[src/rtl/axi_vdm_write_master_if.sv]
// axi_vdm_write_master_if: AXI4 write-only bus (AW, W, B) between the VDM write master and the interconnect.
interface axi_vdm_write_master_if #(
  parameter int DATA_W = 256,
  parameter int ADDR_W = 64,
  parameter int ID_W   = 7
);
  logic [ID_W-1:0]     awid;
  logic [ADDR_W-1:0]   awaddr;
  logic [7:0]          awlen;
  logic [2:0]          awsize;
  logic [1:0]          awburst;
  logic                awvalid;
  logic                awready;
  logic [DATA_W-1:0]   wdata;
  logic [DATA_W/8-1:0] wstrb;
  logic                wlast;
  logic                wvalid;
  logic                wready;
  logic [ID_W-1:0]     bid;
  logic [1:0]          bresp;
  logic                bvalid;
  logic                bready;
  modport master (
    output awid, awaddr, awlen, awsize, awburst, awvalid,
    input  awready,
    output wdata, wstrb, wlast, wvalid,
    input  wready,
    input  bid, bresp, bvalid,
    output bready
  );
  modport slave (
    input  awid, awaddr, awlen, awsize, awburst, awvalid,
    output awready,
    input  wdata, wstrb, wlast, wvalid,
    output wready,
    output bid, bresp, bvalid,
    input  bready
  );
endinterface

[src/rtl/axi_vdm_write_master.sv]
// axi_vdm_write_master: turns VDM fragment commands (header + payload) into AXI4 write bursts, header in low 128 bits of beat 0.
// Define AXI_VDM_WR_TIMEOUT_EN to add a B-response timeout (parameter TMO_CYC, output o_tmo).
module axi_vdm_write_master #(
  parameter int DATA_W    = 256,
  parameter int ADDR_W    = 64,
  parameter int ID_W      = 7,
  parameter int MAX_OUTST = 4,
  parameter int ERR_CNT_W = 16
`ifdef AXI_VDM_WR_TIMEOUT_EN
  , parameter int TMO_CYC = 1024
`endif
) (
  input  logic                  i_clk,
  input  logic                  i_reset_n,
  input  logic                  i_cmd_valid,
  output logic                  o_cmd_ready,
  input  logic [ADDR_W-1:0]     i_cmd_addr,
  input  logic [7:0]            i_cmd_len,
  input  logic [127:0]          i_cmd_header,
  input  logic                  i_pl_valid,
  output logic                  o_pl_ready,
  input  logic [DATA_W-1:0]     i_pl_data,
  input  logic                  i_pl_last,
  axi_vdm_write_master_if.master m_axi,
  output logic [3:0]            o_outst,
  output logic [ERR_CNT_W-1:0]  o_bresp_err_cnt,
  output logic [ERR_CNT_W-1:0]  o_len_err_cnt,
  output logic                  o_busy
`ifdef AXI_VDM_WR_TIMEOUT_EN
  , output logic                o_tmo
`endif
);
  typedef enum logic [1:0] {IDLE, AW, W} state_t;
  localparam logic [DATA_W-1:0] LO_MASK  = DATA_W'({128{1'b1}});
  localparam logic [2:0]        AXI_SIZE = 3'($clog2(DATA_W/8));
  state_t                state_q, state_d;
  logic [ADDR_W-1:0]     addr_q, addr_d;
  logic [7:0]            len_q, len_d;
  logic [127:0]          hdr_q, hdr_d;
  logic                  awvalid_q, awvalid_d;
  logic [ID_W-1:0]       id_q, id_d;
  logic [DATA_W-1:0]     wdata_q, wdata_d;
  logic                  wlast_q, wlast_d;
  logic                  wvalid_q, wvalid_d;
  logic [8:0]            beat_q, beat_d;
  logic [3:0]            outst_q, outst_d;
  logic [ERR_CNT_W-1:0]  berr_q, berr_d;
  logic [ERR_CNT_W-1:0]  lerr_q, lerr_d;
  logic                  bready_q, bready_d;
  logic                  cmd_hs, aw_hs, w_hs, b_hs, pl_hs, last_beat, b_real, berr_inc, lerr_inc, tmo_fire;
`ifdef AXI_VDM_WR_TIMEOUT_EN
  localparam int TW = $clog2(TMO_CYC + 1);
  logic [TW-1:0] tmo_cnt_q, tmo_cnt_d;
  logic          tmo_q, tmo_d;
  assign o_tmo = tmo_q;
`endif
  assign o_cmd_ready     = state_q == IDLE && outst_q < 4'(MAX_OUTST);
  assign o_pl_ready      = state_q == W && beat_q <= {1'b0, len_q} && (!wvalid_q || m_axi.wready);
  assign o_outst         = outst_q;
  assign o_bresp_err_cnt = berr_q;
  assign o_len_err_cnt   = lerr_q;
  assign o_busy          = state_q != IDLE || outst_q != 4'd0;
  assign m_axi.awid      = id_q;
  assign m_axi.awaddr    = addr_q;
  assign m_axi.awlen     = len_q;
  assign m_axi.awsize    = AXI_SIZE;
  assign m_axi.awburst   = 2'b01;
  assign m_axi.awvalid   = awvalid_q;
  assign m_axi.wdata     = wdata_q;
  assign m_axi.wstrb     = '1;
  assign m_axi.wlast     = wlast_q;
  assign m_axi.wvalid    = wvalid_q;
  assign m_axi.bready    = bready_q;
  always_comb begin
    cmd_hs    = i_cmd_valid && o_cmd_ready;
    aw_hs     = awvalid_q && m_axi.awready;
    w_hs      = wvalid_q && m_axi.wready;
    b_hs      = m_axi.bvalid && bready_q;
    pl_hs     = i_pl_valid && o_pl_ready;
    last_beat = beat_q == {1'b0, len_q};
    b_real    = b_hs && outst_q != 4'd0;
    state_d   = state_q;
    addr_d    = addr_q;
    len_d     = len_q;
    hdr_d     = hdr_q;
    awvalid_d = awvalid_q;
    id_d      = id_q;
    wdata_d   = wdata_q;
    wlast_d   = wlast_q;
    wvalid_d  = wvalid_q;
    beat_d    = beat_q;
    bready_d  = 1'b1;
    case (state_q)
      IDLE: if (cmd_hs) begin
        addr_d    = i_cmd_addr;
        len_d     = i_cmd_len;
        hdr_d     = i_cmd_header;
        awvalid_d = 1'b1;
        state_d   = AW;
      end
      AW: if (aw_hs) begin
        awvalid_d = 1'b0;
        id_d      = id_q + 1'b1;
        beat_d    = '0;
        state_d   = W;
      end
      W: begin
        if (w_hs) begin
          wvalid_d = 1'b0;
          wlast_d  = 1'b0;
        end
        if (pl_hs) begin
          wvalid_d = 1'b1;
          wlast_d  = last_beat;
          wdata_d  = beat_q == 9'd0 ? (i_pl_data & ~LO_MASK) | DATA_W'(hdr_q) : i_pl_data;
          beat_d   = beat_q + 1'b1;
        end
        if (w_hs && wlast_q) state_d = IDLE;
      end
      default: state_d = IDLE;
    endcase
    // AW and B in the same cycle cancel; a B with nothing outstanding is spurious and only counted
    outst_d = outst_q + {3'b0, aw_hs} - {3'b0, b_real};
`ifdef AXI_VDM_WR_TIMEOUT_EN
    tmo_fire  = outst_q != 4'd0 && !b_hs && tmo_cnt_q == TW'(TMO_CYC - 1);
    tmo_cnt_d = (b_hs || outst_q == 4'd0 || tmo_fire) ? '0 : tmo_cnt_q + 1'b1;
    tmo_d     = tmo_fire;
    if (tmo_fire) outst_d = '0;
`else
    tmo_fire  = 1'b0;
`endif
    berr_inc = (b_hs && (m_axi.bresp != 2'b00 || outst_q == 4'd0)) || tmo_fire;
    lerr_inc = pl_hs && (i_pl_last != last_beat);
    berr_d   = (berr_inc && !(&berr_q)) ? berr_q + 1'b1 : berr_q;
    lerr_d   = (lerr_inc && !(&lerr_q)) ? lerr_q + 1'b1 : lerr_q;
  end
  always_ff @(posedge i_clk or negedge i_reset_n) begin
    if (!i_reset_n) begin
      state_q   <= IDLE;
      addr_q    <= '0;
      len_q     <= '0;
      hdr_q     <= '0;
      awvalid_q <= 1'b0;
      id_q      <= '0;
      wdata_q   <= '0;
      wlast_q   <= 1'b0;
      wvalid_q  <= 1'b0;
      beat_q    <= '0;
      outst_q   <= '0;
      berr_q    <= '0;
      lerr_q    <= '0;
      bready_q  <= 1'b0;
`ifdef AXI_VDM_WR_TIMEOUT_EN
      tmo_cnt_q <= '0;
      tmo_q     <= 1'b0;
`endif
    end else begin
      state_q   <= state_d;
      addr_q    <= addr_d;
      len_q     <= len_d;
      hdr_q     <= hdr_d;
      awvalid_q <= awvalid_d;
      id_q      <= id_d;
      wdata_q   <= wdata_d;
      wlast_q   <= wlast_d;
      wvalid_q  <= wvalid_d;
      beat_q    <= beat_d;
      outst_q   <= outst_d;
      berr_q    <= berr_d;
      lerr_q    <= lerr_d;
      bready_q  <= bready_d;
`ifdef AXI_VDM_WR_TIMEOUT_EN
      tmo_cnt_q <= tmo_cnt_d;
      tmo_q     <= tmo_d;
`endif
    end
  end
endmodule

[src/flat_wrapper.sv]
// flat-port wrapper written by rule: the top's interface ports become plain ports
module axi_vdm_write_master_flat 
#(
  parameter int DATA_W    = 256,
  parameter int ADDR_W    = 64,
  parameter int ID_W      = 7,
  parameter int MAX_OUTST = 4,
  parameter int ERR_CNT_W = 16

)
  (i_clk, i_reset_n, i_cmd_valid, o_cmd_ready, i_cmd_addr, i_cmd_len, i_cmd_header, i_pl_valid, o_pl_ready, i_pl_data, i_pl_last, o_outst, o_bresp_err_cnt, o_len_err_cnt, o_busy, m_axi_awid, m_axi_awaddr, m_axi_awlen, m_axi_awsize, m_axi_awburst, m_axi_awvalid, m_axi_awready, m_axi_wdata, m_axi_wstrb, m_axi_wlast, m_axi_wvalid, m_axi_wready, m_axi_bid, m_axi_bresp, m_axi_bvalid, m_axi_bready);
  axi_vdm_write_master_if #(.DATA_W(DATA_W), .ADDR_W(ADDR_W), .ID_W(ID_W)) m_axi_i ();
  input  logic i_clk;
  input  logic i_reset_n;
  input  logic i_cmd_valid;
  output logic o_cmd_ready;
  input  logic [ADDR_W-1:0] i_cmd_addr;
  input  logic [7:0] i_cmd_len;
  input  logic [127:0] i_cmd_header;
  input  logic i_pl_valid;
  output logic o_pl_ready;
  input  logic [DATA_W-1:0] i_pl_data;
  input  logic i_pl_last;
  output logic [3:0] o_outst;
  output logic [ERR_CNT_W-1:0] o_bresp_err_cnt;
  output logic [ERR_CNT_W-1:0] o_len_err_cnt;
  output logic o_busy;
  output wire logic [$bits(m_axi_i.awid)-1:0] m_axi_awid;
  output wire logic [$bits(m_axi_i.awaddr)-1:0] m_axi_awaddr;
  output wire logic [$bits(m_axi_i.awlen)-1:0] m_axi_awlen;
  output wire logic [$bits(m_axi_i.awsize)-1:0] m_axi_awsize;
  output wire logic [$bits(m_axi_i.awburst)-1:0] m_axi_awburst;
  output wire logic [$bits(m_axi_i.awvalid)-1:0] m_axi_awvalid;
  input wire logic [$bits(m_axi_i.awready)-1:0] m_axi_awready;
  output wire logic [$bits(m_axi_i.wdata)-1:0] m_axi_wdata;
  output wire logic [$bits(m_axi_i.wstrb)-1:0] m_axi_wstrb;
  output wire logic [$bits(m_axi_i.wlast)-1:0] m_axi_wlast;
  output wire logic [$bits(m_axi_i.wvalid)-1:0] m_axi_wvalid;
  input wire logic [$bits(m_axi_i.wready)-1:0] m_axi_wready;
  input wire logic [$bits(m_axi_i.bid)-1:0] m_axi_bid;
  input wire logic [$bits(m_axi_i.bresp)-1:0] m_axi_bresp;
  input wire logic [$bits(m_axi_i.bvalid)-1:0] m_axi_bvalid;
  output wire logic [$bits(m_axi_i.bready)-1:0] m_axi_bready;
  assign m_axi_awid = m_axi_i.awid;
  assign m_axi_awaddr = m_axi_i.awaddr;
  assign m_axi_awlen = m_axi_i.awlen;
  assign m_axi_awsize = m_axi_i.awsize;
  assign m_axi_awburst = m_axi_i.awburst;
  assign m_axi_awvalid = m_axi_i.awvalid;
  assign m_axi_i.awready = m_axi_awready;
  assign m_axi_wdata = m_axi_i.wdata;
  assign m_axi_wstrb = m_axi_i.wstrb;
  assign m_axi_wlast = m_axi_i.wlast;
  assign m_axi_wvalid = m_axi_i.wvalid;
  assign m_axi_i.wready = m_axi_wready;
  assign m_axi_i.bid = m_axi_bid;
  assign m_axi_i.bresp = m_axi_bresp;
  assign m_axi_i.bvalid = m_axi_bvalid;
  assign m_axi_bready = m_axi_i.bready;
  axi_vdm_write_master #(.DATA_W(DATA_W), .ADDR_W(ADDR_W), .ID_W(ID_W), .MAX_OUTST(MAX_OUTST), .ERR_CNT_W(ERR_CNT_W)) u_core (.i_clk(i_clk), .i_reset_n(i_reset_n), .i_cmd_valid(i_cmd_valid), .o_cmd_ready(o_cmd_ready), .i_cmd_addr(i_cmd_addr), .i_cmd_len(i_cmd_len), .i_cmd_header(i_cmd_header), .i_pl_valid(i_pl_valid), .o_pl_ready(o_pl_ready), .i_pl_data(i_pl_data), .i_pl_last(i_pl_last), .m_axi(m_axi_i), .o_outst(o_outst), .o_bresp_err_cnt(o_bresp_err_cnt), .o_len_err_cnt(o_len_err_cnt), .o_busy(o_busy));
endmodule
[config.mk]
export PLATFORM = sky130hd
export DESIGN_NAME = axi_vdm_write_master_flat
export DESIGN_NICKNAME = d
export VERILOG_FILES = /design/src/rtl/axi_vdm_write_master_if.sv /design/src/rtl/axi_vdm_write_master.sv /design/src/flat_wrapper.sv
export SDC_FILE = /design/constraint.sdc
export NUM_CORES = 1
export LEC_CHECK = 0
export BUFFER_PORTS_ARGS = -buffer_cell sky130_fd_sc_hd__buf_2
export CORE_AREA = 2 2 346 348
export DETAILED_ROUTE_END_ITERATION = 10
export DIE_AREA = 0 0 348 350
export PLACE_DENSITY = 0.47
export SYNTH_ARGS = -nofsm -noshare
export SYNTH_HDL_FRONTEND = slang
export SYNTH_SLANG_ARGS = --single-unit
export TNS_END_PERCENT = 5
[constraint.sdc]
create_clock -name i_clk -period 2.38 [get_ports i_clk]
set_input_delay 0.238 -clock i_clk [delete_from_list [all_inputs] [get_ports i_clk]]
set_output_delay 0.238 -clock i_clk [all_outputs]
set_load 0.005 [all_outputs]
; ---- Word level (Yosys, flattened, before mapping)
; Index checks and enable logic that the tools add are counted.
[op_classes]
n_div = 0
addsub = 6
n_bitwise = 1
n_shift = 0
n_reduce_logical = 38
n_mux = 14
multipliers = 0
eq_ne = 8
order_cmp = 2
[ops]
columns = operator, count
row1 = 256-bit two-way mux, 1
row2 = 256-bit by 128-bit bitwise OR with 256-bit output, 1
row3 = 16-bit by 1-bit adder with 16-bit output (second input constant), 2
row4 = 16-bit AND reduction, 2
row5 = 9-bit two-way mux, 2
row6 = 9-bit case mux with 2 select lines, 1
row7 = 1-bit logical AND, 14
row8 = 2-bit nonzero test, 5
row9 = 9-bit by 1-bit adder with 9-bit output (second input constant), 1
row10 = 9-bit by 8-bit == test with 1-bit output, 1
row11 = 9-bit by 8-bit <= comparator with 1-bit output, 1
row12 = 9-bit zero test, 1
row13 = 3-bit AND reduction, 3
row14 = 2-bit AND reduction, 4
row15 = 7-bit by 1-bit adder with 7-bit output (second input constant), 1
row16 = 2-bit two-way mux, 3
row17 = 2-bit by 1-bit != test with 1-bit output (second input constant), 3
row18 = 2-bit case mux with 3 select lines, 1
row19 = 1-bit two-way mux, 5
row20 = 4-bit by 1-bit adder with 4-bit output, 1
row21 = 4-bit zero test, 1
row22 = 4-bit by 3-bit < comparator with 1-bit output (second input constant), 1
row23 = 4-bit nonzero test, 1
row24 = 4-bit by 1-bit subtractor with 4-bit output, 1
row25 = other kinds (8), 12
[totals]
rom_bits = 0
memories = 0
latch_bits = 0
ramBits = 0
out_inout_bits = 415
ff_bits = 514

; ---- Longest topological paths before layout
; Gate-level depths: netlist of run 1.
[logic_depth]
ltp_word = 6
depth_mapped = 12

; ---- Least setup slack after synthesis of run 1
; No wires, ideal clock.
[synth_timing]
path_type = register to register
from = register u_core.beat_q[2]
to = register u_core.beat_q[3]
required_time_ps = 2297
t_arrival_ps = 2080
slack_ps = 218
path_stages_with_launch = 9
setup_time_ps = 83
path_cell_list = dfrtp_1 -> ha_1 -> nand4_1 -> or3_1 -> o221ai_2 -> nand2_2 -> buf_2 -> or4_1 -> o21ai_0
[synth_via]
elab_chain_cells = 6
elab_cells_between_ends = 9
[synth_rtl]
columns = item, line
row1 = start: declaration, axi_vdm_write_master.sv:45  ; logic [8:0] beat_q, beat_d;
row2 = start signal: assignment, axi_vdm_write_master.sv:167  ; beat_q <= beat_d;
row3 = 9-bit by 8-bit <= comparator with 1-bit output, axi_vdm_write_master.sv:58  ; assign o_pl_ready = state_q == W && beat_q <= {1'b0, len_q} && (!wvalid_q || m_axi.wready);
row4 = 1-bit logical AND (2 in a row), axi_vdm_write_master.sv:58
row5 = 1-bit logical AND, axi_vdm_write_master.sv:79  ; pl_hs = i_pl_valid && o_pl_ready;
row6 = 2-bit by 1-bit != test with 1-bit output (no source line), -
row7 = 3-bit AND reduction (no source line), -
; Several ways; a longest one is shown, not always the timed one. The select of a mux whose other input is x is not followed.
; A chain may end at the register's enable or synchronous reset.

; ---- Final worst setup path of run 1
[layout_timing]
from = register u_core.len_q[4], in the netlist u_core.m_axi.awlen[4]
to = output o_pl_ready
[layout_via]
elab_chain_cells = 3
[layout_rtl]
columns = item, line
row1 = start: declaration, axi_vdm_write_master.sv:38  ; logic [7:0] len_q, len_d;
row2 = start signal: assignment, axi_vdm_write_master.sv:160  ; len_q <= len_d;
row3 = 9-bit by 8-bit <= comparator with 1-bit output, axi_vdm_write_master.sv:58
row4 = 1-bit logical AND (2 in a row), axi_vdm_write_master.sv:58
row5 = end: declaration, flat_wrapper.sv:21  ; output logic o_pl_ready;
; No other way between the ends.

==> impl_metrics.toml, run 1 <==
[yosys]
synth_area_leaders = "dfrtp_1 60%, nand2_1 20%, mux2i_1 6.0%"
yosysSeqAreaShare_pct = 60.1
syn_area_sq_mm = 0.0214
synthArstFlopShare_pct = 100
avgSynthCellArea_sq_um = 9.37
synth_flop_cell = "dfrtp_1"
synth_cell_type_count = 52
yosysTopAreaCell = "dfrtp_1"
synth_edf_count = 0
ys_ff_latch = 514
yosys_warnings = 0
synth.top_cell.area_share_pct = 60.1
synth_cells = 2285

[pwr]
p_per_area_mw_per_mm2 = 1070
cellLeakagePower_nw = 18.3
ir_worst_vdd_mv = 0.505

[final_layout]
final_cell_mix = "1,129 x nand2_1, 841 x buf_2, 514 x dfrtp_1"
layout.cells.non_filler = 5271
layout.nets = 4185
final_common_cell = "nand2_1"
num-fill-cells = 12403
drive_gt1_share_pct = 30.0
area_growth_pct = 65.0
postLayoutCellArea_sq_mm = 0.0353
utilization_pct = 30.0

[sta]
timing.hold.ws_ns = 0.0620
timing.final.crit_period_ns = 2.66
hold_violations = 0
fin_skew_ns = 0.0353
finalCritPeriodShare_pct = 112
finalSetupViolCount = 94
worst_pin_slew_ns = 0.684
drv_slew = 0
fin_ws_ns = -0.279
max_freq_mhz = 376
relSlewSlack_pct = 54.4
rsz0062_at_grt = "true"

[drt]
vias = 20380
wl_um = 83300
drc = 0
routed_via_density = 3.87
routedWlPerCell_um = 15.8
drt_iter0_markers = 885
first_pass_iters = 5
antenna_left = 0

[clocking]
numClockSinks = 514
clock_latency_ns = 0.65
htree_levels = 2
clockBufferDepth = 3
cts_tree = "done"
numCtsBuffers = 61
cts.reportedPaths.clkPinSlew_ns = 0.06
root_buffer = "clkbuf_16"

[setup_path]
cp-start-kind = "flop"
crit_fanout = 3
required_ns = 2.14
path_class = "flop to output pin"
arrival_ns = 2.42
end_kind = "output pin"
reg2reg_depth = 12

[die]
coreArea_sq_mm = 0.118
die_area_sq_mm = 0.122
start_util_pct = 18.2
rows = 126
dieWidth_um = 348
io_pins = 888
fp.dieH_um = 350

[worst_hold_path]
holdPathStages = 4
min_path_type = "primary input to flop"

[global_route]
first_global_vias = 21078
grt_start_max_net_pins = 106
grt-ovfl-total = 0
antenna_found_initial = 11
track_usage_pct = 13.1
grt_pass1_wl_um = 125000

[place]
dp_cells = 4695
detailed_place.area_sq_mm = 0.0284
place.port_buffers = 843
hpwlAfterDp_um = 61900
globalplace.congestion = 0.836

[flow_run]
max_cap_violations = 0

[run_status]
violations = "negative setup slack"
status = "finished with violations"
[synthesized netlist by cell type (2+ instances only)]
master,number
nand2_1,1132
dfrtp_1,514
o21ai_0,148
mux2i_1,128
clkbuf_1,84
buf_4,37
buf_2,29
xnor2_1,28
inv_1,26
ha_1,23
nand4_1,19
nand3_1,18
nor2_1,12
xor2_1,11
and3_1,7
nor3_1,7
a21oi_1,5
and2_1,5
and4_1,4
buf_1,4
or4_1,4
mux2_2,3
a21o_1,2
a41oi_1,2
conb_1,2
nor4_1,2
o211ai_1,2
o311a_1,2
o31ai_1,2
[stage by stage]
stage	total power, W	setup WS [ns]	TNS [ns]
floorplan	0.0206	0.218	0
global placement	0.0275	-0.0721	-0.0839
detailed placement	0.0277	-0.0918	-0.346
CTS	0.0384	-0.322	-3.11
global route	0.0408	-0.422	-30.85
finish	0.0379	-0.279	-4.55
[power breakdown]
part	switching [W]	leakage (nW)	total, W	internal [W]
logic	0.00732	10.7	0.0137	0.00636
registers	0.00206	6.54	0.0145	0.0125
clock network	0.00387	0.998	0.00966	0.00580
total	0.0132	18.3	0.0379	0.0246
[registers in the layout, indices dropped and copies added (netlist names), 4 cells and up]
register,cells
u_core.o_len_err_cnt,16
u_core.m_axi.wdata,256
u_core.m_axi.awaddr,64
u_core.beat_q,9
u_core.m_axi.awlen,8
u_core.o_outst,4
u_core.hdr_q,128
u_core.o_bresp_err_cnt,16
u_core.m_axi.awid,7
[worst max-delay path, cell delays in order (launching register included)]
cell and delay (ns):
dfrtp_1 0.37, inv_2 0.06, ha_4 0.26, nand4_1 0.17, or3_4 0.41, o221ai_2 0.07, buf_6 0.12, buf_6 0.09
and2_4 0.13, buf_6 0.09
[final timing paths]
check / startpoint / endpoint / slack (ns)
max: u_core.m_axi.awlen[4] / o_pl_ready / -0.28
min: i_pl_data[97] / u_core.m_axi.wdata[97] / 0.06
max reg2reg: u_core.m_axi.awlen[4] / u_core.m_axi.wdata[162] / -0.11
min reg2reg: u_core.m_axi.awid[6] / u_core.m_axi.awid[6] / 0.47
max in group asynchronous: i_reset_n / u_core.m_axi.wdata[207] / 1.27
min in group asynchronous: i_reset_n / u_core.m_axi.wdata[143] / 0.09
[cell type report]
class,instances,area [sq um],area share (%)
sequential,514,12900,36.4
timing repair buffer,1460,10400,29.5
multi-input combinational,1624,7960,22.5
clock inverter,17,287,0.812
tap,1536,1920,5.44
clock buffer,90,1750,4.95
inverter,27,101,0.287
antenna,3,7.51,0.0213
[metal layers]
metal / vias to the layer above / GRT usage [%] / part of all wire, %
met5: - / 0 / 0.061
met4: 8 / 4.36 / 3.1
met3: 142 / 3.07 / 6.3
met2: 641 / 22.8 / 49
met1: 9576 / 15.8 / 42
li1: 10013 / - / -
[what timing repair did]
action                                 CTS  global route
setup endpoints to repair               16           281
resized for setup                       12            59
cloned                                   0             0
pin swaps                                7            17
setup buffers                            6             2
hold buffers                           459             0
endpoints found under the hold margin  820             0
[kinds of logic after synthesis]
family / share of synthesized area, %
other: 0.0351
muxes: 6.15
adders and majority gates: 1.44
xor gates and xnor gates: 1.60
AOI/OAI and AO/OA: 4.39
buffers and inverters: 4.07
and+or+nand+nor: 22.2
DFF: 60.1
(Power assumes the default switching activity.)
==> inputs of run 2 (changes only) <==
--- a/config.mk
+++ b/config.mk
@@ -5,11 +5,12 @@
 export SDC_FILE = /design/constraint.sdc
 export NUM_CORES = 1
 export LEC_CHECK = 0
+export ABC_AREA = 1
 export BUFFER_PORTS_ARGS = -buffer_cell sky130_fd_sc_hd__buf_2
-export CORE_AREA = 2 2 346 348
+export CORE_AREA = 2 2 342 344
 export DETAILED_ROUTE_END_ITERATION = 10
-export DIE_AREA = 0 0 348 350
-export PLACE_DENSITY = 0.47
+export DIE_AREA = 0 0 344 346
+export PLACE_DENSITY = 0.49
 export SYNTH_ARGS = -nofsm -noshare
 export SYNTH_HDL_FRONTEND = slang
 export SYNTH_SLANG_ARGS = --single-unit
==> run 2 against run 1 <==
The flow now finishes without violations. Power increased by 2.0%. Sequential share of layout area decreased by 0.22 points. Critical path depth decreased by 1. Combinational power increased by 4%. Highest routed layer unchanged. Die area decreased by 2.3%. Wire length increased by 3.2%. Cell count increased by 6.3%. Non-clock buffer count decreased by 60. Largest power group unchanged. Synthesized cell count increased by 18%. Register-to-register slack improved by 0.22 ns. Core utilization increased by 0.79 points.
==> impl_metrics.toml, run 2 <==
[yosys]
avgSynthCellArea_sq_um = 8.27
synth_flop_cell = "dfrtp_1"
yosys_warnings = 0
synth_cell_type_count = 32
synth_most_common_cell = "nand2_1"
synth_edf_count = 0
synth.top_cell.area_share_pct = 57.8
synth_area_leaders = "dfrtp_1 58%, nand2_1 22%, o21ai_0 6.1%"
synth_cells = 2691
yosysTopAreaCell = "dfrtp_1"
synthArstFlopShare_pct = 100
syn_area_sq_mm = 0.0223
synth_common_cells = "1,326 x nand2_1, 514 x dfrtp_1, 271 x o21ai_0"
yosysSeqAreaShare_pct = 57.8
ys_ff_latch = 514

[final_layout]
final_common_cell = "nand2_1"
postLayoutCellArea_sq_mm = 0.0355
utilization_pct = 30.8
area_growth_pct = 59.5
largest_reg_flops = 256
drive_gt1_share_pct = 26.6
layout.nets = 4516
num-fill-cells = 12274
layout.cells.non_filler = 5602
final_cell_mix = "1,321 x nand2_1, 841 x buf_2, 513 x dfrtp_1"

[setup_path]
path_cells = "inv_1, ha_1, nand2_1, nor2_1, nand2_1, a21boi_2, buf_4, buf_6"
arrival_ns = 2.09
required_ns = 2.14
end_kind = "output pin"
critPathMaxStageDelay_ns = 0.37
crit_fanout = 2
cpMostUsedCell = "nand2_1"
path_class = "flop to output pin"
slowest_stage = "dfrtp_1"
cp-start-kind = "flop"

[sta]
finalCritPeriodShare_pct = 97.9
finalSetupViolCount = 0
max_freq_mhz = 429
hold_violations = 0
drv_slew = 0
fin_ws_ns = 0.0490
timing.hold.ws_ns = 0.0325
timing.final.crit_period_ns = 2.33
worst_pin_slew_ns = 0.672
relSlewSlack_pct = 55.2
fin_skew_ns = 0.0296
rsz0062_at_grt = "true"

[die]
start_util_pct = 19.3
io_pins = 888
dieWidth_um = 344
rows = 125
die_area_sq_mm = 0.119
fp.dieH_um = 346
coreArea_sq_mm = 0.115

[drt]
routed_via_density = 3.93
wl_um = 86000
first_pass_iters = 5
antenna_left = 0
drc = 0
drt_iter0_markers = 1108
vias = 22010
routedWlPerCell_um = 15.3

[place]
pre_cts_ws_ns = -0.0495
detailed_place.area_sq_mm = 0.0288
place.port_buffers = 843
globalplace.congestion = 0.846
dp_cells = 5024
hpwlAfterDp_um = 61100

[global_route]
grt_start_max_net_pins = 117
grt_pass1_wl_um = 130000
antenna_found_initial = 8
grt-ovfl-total = 0
track_usage_pct = 14.0
first_global_vias = 22595

[clocking]
clock_latency_ns = 0.65
htree_levels = 2
clockBufferDepth = 3
root_buffer = "clkbuf_16"
numCtsBuffers = 61
cts_tree = "done"
numClockSinks = 514
cts.reportedPaths.clkPinSlew_ns = 0.06

[pwr]
p_per_area_mw_per_mm2 = 1090
ir_worst_vdd_mv = 0.599
cellLeakagePower_nw = 18.5

[flow_run]
max_cap_violations = 0

[worst_hold_path]
min_path_type = "primary input to flop"

[run_status]
status = "completed"
-- run 2: cell types whose count changed in the layout (fill, tap and decap cells not counted), moves of 17 or more --
cell / delta
o21ai_0: +149
nand3_1: +26
o21ai_1: -26
xor2_1: +20
inv_1: +164
xnor2_1: -17
buf_4: -37
nand2_1: +192
nor2_1: +26
mux2i_1: -128
-- run 2: path summary, 6_finish.rpt --
check | start | end | slack [ns] | depth (start not counted)
worst max register to register | u_core.beat_q[2] | u_core.m_axi.wdata[42] | 0.11 | 8
worst min register to register | u_core.m_axi.awid[6] | u_core.m_axi.awid[6] | 0.46 | 1
min in group asynchronous | i_reset_n | u_core.hdr_q[25] | 0.14 | 2
worst max-delay path | u_core.m_axi.awlen[5] | o_pl_ready | 0.05 | 8
worst min-delay path | i_pl_data[87] | u_core.m_axi.wdata[87] | 0.03 | 5
max in group asynchronous | i_reset_n | u_core.m_axi.wdata[146] | 1.35 | 4
-- run 2: final cells by class --
class | instances | area [sq um] | area share, %
sequential | 514 | 12900 | 36.2
timing repair buffer | 1400 | 9880 | 27.8
multi-input combinational | 1842 | 8000 | 22.5
clock inverter | 24 | 236 | 0.666
antenna | 6 | 15.0 | 0.0423
clock buffer | 92 | 1850 | 5.20
inverter | 200 | 767 | 2.16
tap | 1524 | 1910 | 5.37
-- run 2: where the power goes --
part	leakage (nW)	switching, W	total, W	internal (W)
sequential	6.27	0.00191	0.0146	0.0127
clock	1.04	0.00399	0.00976	0.00577
combinational	11.2	0.00826	0.0143	0.00605
-- run 2: kinds of logic after synthesis --
family,Yosys count,synth area share (%)
AO/OA/AOI/OAI,294,6.81
XOR/XNOR,40,1.57
adder cells (fa/ha/maj),24,1.38
buffers and inverters,371,7.35
flip-flops,514,57.8
other,2,0.0337
AND/OR/NAND/NOR,1446,25.1
-- run 2: metal layers --
| layer | share of wire (%) | track usage (%) |
|---|---|---|
| met3 | 5.6 | 2.93 |
| met2 | 49 | 24.3 |
| met1 | 42 | 17.0 |
| met5 | 0.048 | 0 |
| met4 | 3.0 | 4.61 |
-- run 2: critical path, delay by kind of cell, from the launching register on --
family / cells / cell delay, ns
AO/OA/AOI/OAI: 1 / 0.15
adder cells (fa/ha/maj): 1 / 0.29
buffers and inverters: 3 / 0.33
flip-flops: 1 / 0.37
AND/OR/NAND/NOR: 3 / 0.31
-- run 2: metrics by stage --
stage / setup TNS, ns / total power (W)
3_3_place_gp: 0 / 0.0282
4_1_cts: -0.0661 / 0.0392
3_5_place_dp: -0.266 / 0.0283
5_1_grt: -1.79 / 0.0417
2_1_floorplan: 0 / 0.0214
6_report: 0 / 0.0386
-- run 2: repair_timing --
action | CTS | global route
hold buffers | 452 | 0
resized for setup | 16 | 13
endpoints found under the hold margin | 708 | 0
setup endpoints to repair | 17 | 156
setup buffers | 3 | 1
cloned | 0 | 0
pin swaps | 10 | 3
==> inputs of run 3 (changes only) <==
--- a/config.mk
+++ b/config.mk
@@ -5,12 +5,11 @@
 export SDC_FILE = /design/constraint.sdc
 export NUM_CORES = 1
 export LEC_CHECK = 0
-export ABC_AREA = 1
 export BUFFER_PORTS_ARGS = -buffer_cell sky130_fd_sc_hd__buf_2
-export CORE_AREA = 2 2 342 344
+export CORE_AREA = 2 2 346 348
 export DETAILED_ROUTE_END_ITERATION = 10
-export DIE_AREA = 0 0 344 346
-export PLACE_DENSITY = 0.49
+export DIE_AREA = 0 0 348 350
+export PLACE_DENSITY = 0.47
 export SYNTH_ARGS = -nofsm -noshare
 export SYNTH_HDL_FRONTEND = slang
 export SYNTH_SLANG_ARGS = --single-unit
==> constraint.sdc (replaced) <==
create_clock -name i_clk -period 2.5 [get_ports i_clk]
set_input_delay 0.25 -clock i_clk [delete_from_list [all_inputs] [get_ports i_clk]]
set_output_delay 0.25 -clock i_clk [all_outputs]
set_load 0.005 [all_outputs]
==> run 3 against run 2 <==
Power decreased by 7.7%. Non-clock buffer count increased by 34. Critical path depth unchanged. Die area increased by 2.3%. Sequential power decreased by 5%. Clock skew decreased by 0.0038 ns. Wire length decreased by 3.2%. The flow now finishes with violations (negative setup slack). Flip-flop and latch count unchanged. Clock power decreased by 6.7%. Sequential share of layout area increased by 0.43 points. Design area decreased by 1.2%. Core utilization decreased by 0.97 points.
==> impl_metrics.toml, run 3 (synthesis gave the netlist of run 1 again) <==
[die]
io_pins = 888
rows = 126
die_area_sq_mm = 0.122
fp.dieH_um = 350
coreArea_sq_mm = 0.118
dieWidth_um = 348
start_util_pct = 18.2

[final_layout]
postLayoutCellArea_sq_mm = 0.0351
final_common_cell = "nand2_1"
largest_reg_flops = 256
layout.nets = 4159
final_cell_mix = "1,129 x nand2_1, 841 x buf_2, 514 x dfrtp_1"
drive_gt1_share_pct = 29.8
area_growth_pct = 64.0
layout.cells.non_filler = 5252

[sta]
drv_slew = 0
hold_violations = 0
setup_tns_ns = -0.156
fin_ws_ns = -0.156
worst_pin_slew_ns = 0.796
timing.final.crit_period_ns = 2.66
max_freq_mhz = 376
fin_skew_ns = 0.0258
finalCritPeriodShare_pct = 106
finalSetupViolCount = 1
relSlewSlack_pct = 46.9
rsz0062_at_grt = "true"

[clocking]
clock_latency_ns = 0.65
cts.reportedPaths.clkPinSlew_ns = 0.06
htree_levels = 2
numClockSinks = 514
clockBufferDepth = 3
numCtsBuffers = 61
cts_tree = "done"
root_buffer = "clkbuf_16"

[pwr]
p_total_w = 0.0357
ir_worst_vdd_mv = 0.500
cellLeakagePower_nw = 18.1
p_per_area_mw_per_mm2 = 1020

[drt]
antenna_left = 0
drc = 0
routedWlPerCell_um = 15.8
wl_um = 83200
drt_iter0_markers = 996
vias = 20432
first_pass_iters = 5
routed_via_density = 3.89

[setup_path]
cp-start-kind = "flop"
r2r-start = "u_core.beat_q[3]"
timing.rr.end = "u_core.m_axi.wdata[144]"
end_kind = "output pin"
crit_end = "o_pl_ready"
required_ns = 2.25
reg2reg_depth = 11
path_class = "flop to output pin"
startpoint = "u_core.beat_q[3]"
crit_fanout = 3
r2r_slack_ns = 0.03
arrival_ns = 2.41

[place]
dp_cells = 4671
detailed_place.area_sq_mm = 0.0283
place.port_buffers = 843
hpwlAfterDp_um = 61700
globalplace.congestion = 0.816

[run_status]
status = "finished with violations"
violations = "negative setup slack"

[global_route]
antenna_found_initial = 8
grt.met2_usage_pct = 22.5
grt-busiest-layer = "met2"
track_usage_pct = 13.0
use_met1_pct = 15.9
first_global_vias = 20751
grt_start_max_net_pins = 67
grt_use_met3_pct = 3.00
grt-ovfl-total = 0
grt_pass1_wl_um = 124000

[flow_run]
max_cap_violations = 0

[worst_hold_path]
min_path_type = "primary input to flop"
==> run 3: layout make-up <==
cell class	count	area, sq um
clock buffers	92	1810
clock inverters	18	223
inverters	27	101
fillers	12510	82700
multi-input cells	1624	7960
well taps	1536	1920
diodes	7	17.5
flip-flops and latches	514	12900
repair buffers	1434	10200
==> run 3: repair_timing <==
item | CTS | global route
endpoints found under the setup margin | 2 | 196
hold buffers | 457 | 0
endpoints found under the hold margin | 498 | 0
pin swaps | 7 | 7
resized for setup | 11 | 21
setup buffers | 6 | 3
gates cloned | 0 | 0
==> run 3: per-stage QoR <==
| step | util [%] | hold WS [ns] | setup WS [ns] |
|---|---|---|---|
| after global placement | 24.0 | 0.346 | 0.0288 |
| after floorplan | - | -0.0456 | 0.338 |
| final | 29.8 | 0.0803 | -0.156 |
| after CTS | 29.7 | 0.0313 | -0.233 |
| after detailed placement | 24.0 | 0.336 | 0.0364 |
| after global routing | 29.8 | 0.0917 | -0.284 |
==> run 3: power by group <==
group	switching, W	internal (W)	total [W]	leakage [nW]
clock	0.00372	0.00539	0.00911	1.01
sequential	0.00195	0.0119	0.0138	6.54
combinational	0.00690	0.00583	0.0127	10.6
total	0.0126	0.0231	0.0357	18.1
==> run 3: worst max-delay path, cell delays in order, from the launching register on <==
cell      delay (ns)
dfrtp_1         0.41
ha_4            0.28
nand4_1         0.16
or3_1           0.40
o221ai_2        0.08
buf_6           0.13
buf_6           0.08
and2_4          0.14
buf_6           0.09
==> run 3: per-layer routing <==
layer	routed length, um	vias up
li1	-	9969
met1	34700	9687
met2	41100	638
met3	5020	134
met4	2430	4
met5	31	-
==> run 3: worst min path at each step <==
stage,from,end,cells past startpoint
3_3_place_gp,i_reset_n,u_core.m_axi.wdata[147],1
5_1_grt,i_cmd_valid,u_core.hdr_q[0],4
6_report,i_pl_data[1],u_core.m_axi.wdata[1],4
3_5_place_dp,i_reset_n,u_core.m_axi.wdata[147],1
2_1_floorplan,i_reset_n,u_core.beat_q[0],0
4_1_cts,i_pl_last,u_core.o_len_err_cnt[12],5
